$ cat src/rtl/shifter_pkg.sv
// Shared types and constants for the pipelined barrel shifter.
package shifter_pkg;
    typedef enum logic [1:0] {
        SLL = 2'b00,
        SRL = 2'b01,
        ROR = 2'b10,
        SRA = 2'b11
    } shift_op_t;

    localparam int SHIFTER_LATENCY = 2;
endpackage

$ cat src/rtl/shift_level.sv
// One level of the log shifter: conditionally shifts/rotates by the fixed amount AMT.
module shift_level
    import shifter_pkg::*;
#(
    parameter int N   = 32,
    parameter int AMT = 1
) (
    input  logic [N-1:0] i_data,
    input  shift_op_t    i_op,
    input  logic         i_fill,
    input  logic         i_en,
    output logic [N-1:0] o_data
);
    always_comb begin
        o_data = i_data;
        if (i_en) begin
            case (i_op)
                SLL: o_data = {i_data[N-AMT-1:0], {AMT{1'b0}}};
                SRL: o_data = {{AMT{1'b0}}, i_data[N-1:AMT]};
                SRA: o_data = {{AMT{i_fill}}, i_data[N-1:AMT]};
                ROR: o_data = {i_data[AMT-1:0], i_data[N-1:AMT]};
            endcase
        end
    end
endmodule

$ cat src/rtl/pipelined_shifter.sv
// Two-stage pipelined barrel shifter (SLL/SRL/SRA/ROR) with valid/ready on both sides.
module pipelined_shifter
    import shifter_pkg::*;
#(
    parameter  int N = 32,
    localparam int L = $clog2(N)
) (
    input  logic         clk,
    input  logic         rst,
    input  logic         in_valid,
    output logic         in_ready,
    input  logic [N-1:0] in_data,
    input  logic [L-1:0] in_shamt,
    input  shift_op_t    in_op,
    output logic         out_valid,
    input  logic         out_ready,
    output logic [N-1:0] out_data
);
    localparam int K  = (L + 1) / 2;
    localparam int L2 = L - K;

    logic            r_s1_valid;
    logic [N-1:0]    r_s1_data;
    shift_op_t       r_s1_op;
    logic [L2-1:0]   r_s1_shamt;
    logic            r_s1_sign;
    logic            r_s2_valid;
    logic [N-1:0]    r_s2_data;

    logic            w_s1_load;
    logic            w_s2_load;
    logic [L-1:0]    w_en;
    logic [N-1:0]    w_lvl_in  [L];
    logic [N-1:0]    w_lvl_out [L];

    assign w_s2_load = !r_s2_valid || out_ready;
    assign w_s1_load = !r_s1_valid || w_s2_load;
    assign in_ready  = w_s1_load;
    assign out_valid = r_s2_valid;
    assign out_data  = r_s2_data;

    // Low levels take their enables from the live request, high levels from the s1 register.
    assign w_en = {r_s1_shamt, in_shamt[K-1:0]};

    for (genvar k = 0; k < L; k++) begin : g_lvl
        if (k == 0) begin : g_src_in
            assign w_lvl_in[k] = in_data;
        end else if (k == K) begin : g_src_s1
            assign w_lvl_in[k] = r_s1_data;
        end else begin : g_src_chain
            assign w_lvl_in[k] = w_lvl_out[k-1];
        end

        shift_level #(.N(N), .AMT(1 << k)) u_level (
            .i_data (w_lvl_in[k]),
            .i_op   ((k < K) ? in_op : r_s1_op),
            .i_fill ((k < K) ? in_data[N-1] : r_s1_sign),
            .i_en   (w_en[k]),
            .o_data (w_lvl_out[k])
        );
    end

    always_ff @(posedge clk or posedge rst) begin
        if (rst) begin
            r_s1_valid <= 1'b0;
            r_s1_data  <= '0;
            r_s1_op    <= SLL;
            r_s1_shamt <= '0;
            r_s1_sign  <= 1'b0;
            r_s2_valid <= 1'b0;
            r_s2_data  <= '0;
        end else begin
            if (w_s1_load) begin
                r_s1_valid <= in_valid;
                if (in_valid) begin
                    r_s1_data  <= w_lvl_out[K-1];
                    r_s1_op    <= in_op;
                    r_s1_shamt <= in_shamt[L-1:K];
                    r_s1_sign  <= in_data[N-1];
                end
            end
            if (w_s2_load) begin
                r_s2_valid <= r_s1_valid;
                if (r_s1_valid) begin
                    r_s2_data <= w_lvl_out[L-1];
                end
            end
        end
    end
endmodule

$ cat config.mk
export PLATFORM = sky130hd
export DESIGN_NAME = pipelined_shifter
export DESIGN_NICKNAME = d
export VERILOG_FILES = /design/src/rtl/shifter_pkg.sv /design/src/rtl/shift_level.sv /design/src/rtl/pipelined_shifter.sv
export SDC_FILE = /design/constraint.sdc
export NUM_CORES = 1
export LEC_CHECK = 0
export ABC_CLOCK_PERIOD_IN_PS = 2550
export CORE_AREA = 5 5 117 119
export DETAILED_ROUTE_END_ITERATION = 16
export DIE_AREA = 0 0 122 124
export GPL_ROUTABILITY_DRIVEN = 0
export PLACE_DENSITY = 0.78
export SYNTH_ARGS = -nofsm -noshare
export SYNTH_HDL_FRONTEND = slang
export SYNTH_SLANG_ARGS = --single-unit
export TNS_END_PERCENT = 100
$ cat constraint.sdc
create_clock -name clk -period 2.55 [get_ports clk]
set_input_delay 0.51 -clock clk [delete_from_list [all_inputs] [get_ports clk]]
set_output_delay 0.51 -clock clk [all_outputs]
set_load 0.05 [all_outputs]
==> results.rst <==
.. list-table::
   :header-rows: 1

   * - Metric
     - Value
   * - Run status
     - completed
   * - Antenna diode count
     - 0
   * - Clock-pin transition on the worst setup and hold timing paths
     - 0.07 ns
   * - Power per cell area
     - 662.3 mW/mm2
   * - Number of max-cap violations
     - 0
   * - Max VDD drop
     - 0.3285 mV
   * - Aggregate global routing overflow
     - 0
   * - H-tree levels
     - 3
   * - Core box area
     - 0.01247 mm2
   * - Clock network latency to the later pin of the worst-skew pair
     - 0.35 ns
   * - Resized Gates After CTS
     - 0
   * - Terminus of the critical flop-to-flop path
     - out_data[26]
   * - Length of the first detailed-routing pass in iterations
     - 9
   * - TritonCTS clock tree
     - yes
   * - Floorplan die width
     - 122 um
   * - Kind of launch point of the worst setup path
     - input pin
   * - Post-route minimum period
     - 2.402 ns
   * - Non-filler instance count after layout
     - 1191
   * - Vias
     - 8188
   * - Hold Buf Count CTS
     - 0
   * - Wire length per cell after detailed routing
     - 21.21 um
   * - Maximum fanout count along the critical path
     - 34
   * - Dominant register cell in the synthesized netlist
     - dfrtp_1
   * - Setup-violating endpoint count in the final report
     - 0
   * - Post-CTS Repair Setup Buffers
     - 0
   * - Number of remaining DRC errors
     - 0
   * - Setup repair after global routing missed its margin
     - no
   * - Root buf cell
     - clkbuf_16
   * - Post-synthesis net count
     - 956
   * - First-pass GRT wire length
     - 39.88 mm
   * - Post-synthesis sequential element count
     - 71
   * - Transition time at the pin with the least slew margin
     - 0.7353 ns
   * - Crit. End Element
     - flop
   * - Setup slack of the most critical reg-to-reg path
     - 0.52 ns
   * - Count of synthesis-stage warnings from yosys
     - 0
   * - Max frequency
     - 0.4162 GHz
   * - Area share of the largest cell type after synthesis
     - 0.2624
   * - Worst path slowest cell
     - a311oi_1
   * - Most instantiated library cell after synthesis
     - nand2_1
   * - Top Ports
     - 77
   * - Final total power
     - 5.612 mW
   * - Initial cell density of the core
     - 0.5432
   * - Ratio of cells with drive above 1 in the final layout
     - 0.1501
   * - Post-synthesis instance total
     - 913
   * - Via count of the first global-routing pass
     - 7551
   * - Final setup margin
     - 0.1476 ns
   * - Mean instance size in the synthesized netlist
     - 7.417 um2
   * - Sink Count
     - 71
   * - Largest area contributor in the synthesized netlist
     - dfrtp_1
   * - Fraction of the cycle the final worst path needs
     - 0.9421
   * - Worst rel slew slack
     - 0.5087
   * - Cell leakage power
     - 3.422 nW
   * - Path category of the worst min-delay check
     - in2async
   * - Detailed-route wire length
     - 25.26 mm
   * - Async set or reset register ratio after synthesis
     - 1.000
   * - Count of standard-cell rows
     - 41
   * - Worst-case clock buffer depth
     - 2
   * - Worst slack at placement
     - -0.02901 ns
   * - Worst r2r src
     - r_s1_op[0]
   * - Placed cells
     - 1175
   * - Commonest cells post-synth
     - nand2_1 (143), nor2_1 (83), o21ai_0 (77)
   * - Netlist area before placement
     - 0.006771 mm2
   * - Routed vias/inst
     - 6.875
   * - Max stage delay on crit path
     - 0.53 ns
   * - Sequential-to-total area share from yosys stat
     - 0.2624
   * - Number of routed nets with antenna violations
     - 0
   * - Setup skew after layout
     - 0.01394 ns
   * - Largest net degree at the start of global routing
     - 65
   * - TritonCTS Buffers
     - 9
   * - Data arrival at the endpoint of the critical path
     - 2.65 ns
   * - Die Span Y
     - 124 um
   * - Detailed Route Iter0 Violations
     - 1411
   * - PortBufs
     - 76
   * - Leading post-synthesis cells by cell area
     - dfrtp_1 (26%), nand2_1 (7.9%), mux2i_1 (6.4%)
   * - EDFF count, synth
     - 0
   * - Critical path start-end classification
     - in2reg
   * - Combined global-route utilization of all metal layers
     - 0.3362
   * - Slew Limit Fails
     - 0
   * - Distinct cells, synth
     - 72
   * - Detailed Place HPWL
     - 18.75 mm
   * - Req. time, crit path
     - 2.80 ns
   * - Post-layout net count
     - 1057
   * - Die footprint
     - 0.01513 mm2
   * - Final-report hold violation count
     - 0
   * - Layout-stage area growth over the synthesis result
     - 25.13%
   * - Antenna violations before repair
     - 0
   * - Total Neg Setup Slack
     - 0 ns
   * - Cell-by-cell listing of the critical path
     - clkdlybuf4s50_1 > buf_12 > nor3b_2 > buf_4 > nand2_1 > a311oi_1 > a211oi_1 > a31oi_1
   * - Number of cells on the worst reg-to-reg path
     - 4
[kinds of logic (layout without fill, tap and decap cells)]
| logic type | Yosys count | in the layout | synth area share |
|---|---|---|---|
| and+or+nand+nor | 346 | 346 | 0.2397 |
| AOI/OAI and AO/OA | 350 | 350 | 0.3442 |
| buffers and inverters | 94 | 200 | 0.06855 |
| muxes | 52 | 52 | 0.08518 |
| DFF | 71 | 71 | 0.2624 |
[sequential cells by signal, indices dropped and copies added, names as in the netlist]
signal,cells
out_data,32
out_valid,1
r_s1_data,32
r_s1_op,2
r_s1_shamt,2
r_s1_sign,1
r_s1_valid,1
[per-stage QoR]
stage                     hold slack [ns]  utilization  instance area (um2)
after floorplan                    0.4470            -                 6771
after global placement             0.4592       0.6553                 8169
after detailed placement           0.4690       0.6553                 8169
after CTS                          0.4470       0.6797                 8473
after global routing               0.4743       0.6797                 8473
final                              0.4356       0.6797                 8473
[cell type report]
type / count / area, um2
Timing Repair Buffer: 176 / 1614
Clock inverter: 7 / 78.83
Clock buffer: 9 / 225.2
Fill cell: 1077 / 3993
Multi-Input combinational cell: 748 / 4532
Tap cell: 172 / 215.2
Sequential cell: 71 / 1778
Inverter: 8 / 30.03
[how the worst max path moves through the flow]
stage	from	end	slack, ns	depth (start not counted)
after floorplan	rst	out_data[0]	0.24	1
after global placement	in_op[0]	r_s1_data[2]	-0.003	8
after detailed placement	in_op[0]	r_s1_data[30]	-0.03	7
after CTS	in_op[0]	r_s1_data[29]	0.32	7
after global routing	in_op[0]	r_s1_data[26]	0.19	8
final	in_op[0]	r_s1_data[26]	0.15	8
[placed cells by master (no fill, tap or decap), types with 4 or more instances in the layout]
master / instances
nand2_1: 143
buf_4: 93
nor2_1: 83
o21ai_0: 77
clkdlybuf4s50_1: 73
dfrtp_1: 70
a21oi_1: 64
a31oi_1: 49
mux2i_1: 43
nand3_1: 33
a211oi_1: 22
a311oi_1: 18
or3b_1: 17
nor2b_1: 16
nand2b_1: 15
o22ai_1: 15
o21a_1: 13
o211ai_1: 12
clkbuf_16: 9
buf_12: 9
o21ai_1: 8
a22oi_1: 7
a31oi_2: 6
inv_1: 5
o2111ai_1: 5
nand4_1: 5
a221oi_1: 5
nor3b_1: 5
o221ai_1: 5
and3_1: 5
nor3_1: 5
nand3b_1: 4
a31o_2: 4
o211a_1: 4
mux4_2: 4
o32a_1: 4
[routing by layer]
layer / track usage / up-vias / routed length, um
li1: - / 3622 / -
met1: 0.4319 / 3693 / 9304
met2: 0.5183 / 690 / 10920
met3: 0.08265 / 183 / 3306
met4: 0.1912 / 0 / 1735
met5: 0 / - / 0
[where the power goes]
group | switching (mW) | total (mW) | internal [mW]
logic | 1.65 | 2.63 | 0.979
clock network | 0.552 | 1.32 | 0.769
registers | 0.281 | 1.67 | 1.38
total | 2.48 | 5.61 | 3.13
[critical path: cells and delay by family]
kind | cells | cell delay, ns
simple gates | 2 | 0.36
compound gates | 3 | 0.89
buf+inv | 3 | 0.89
Note: power is estimated with default switching activity, not from simulation.
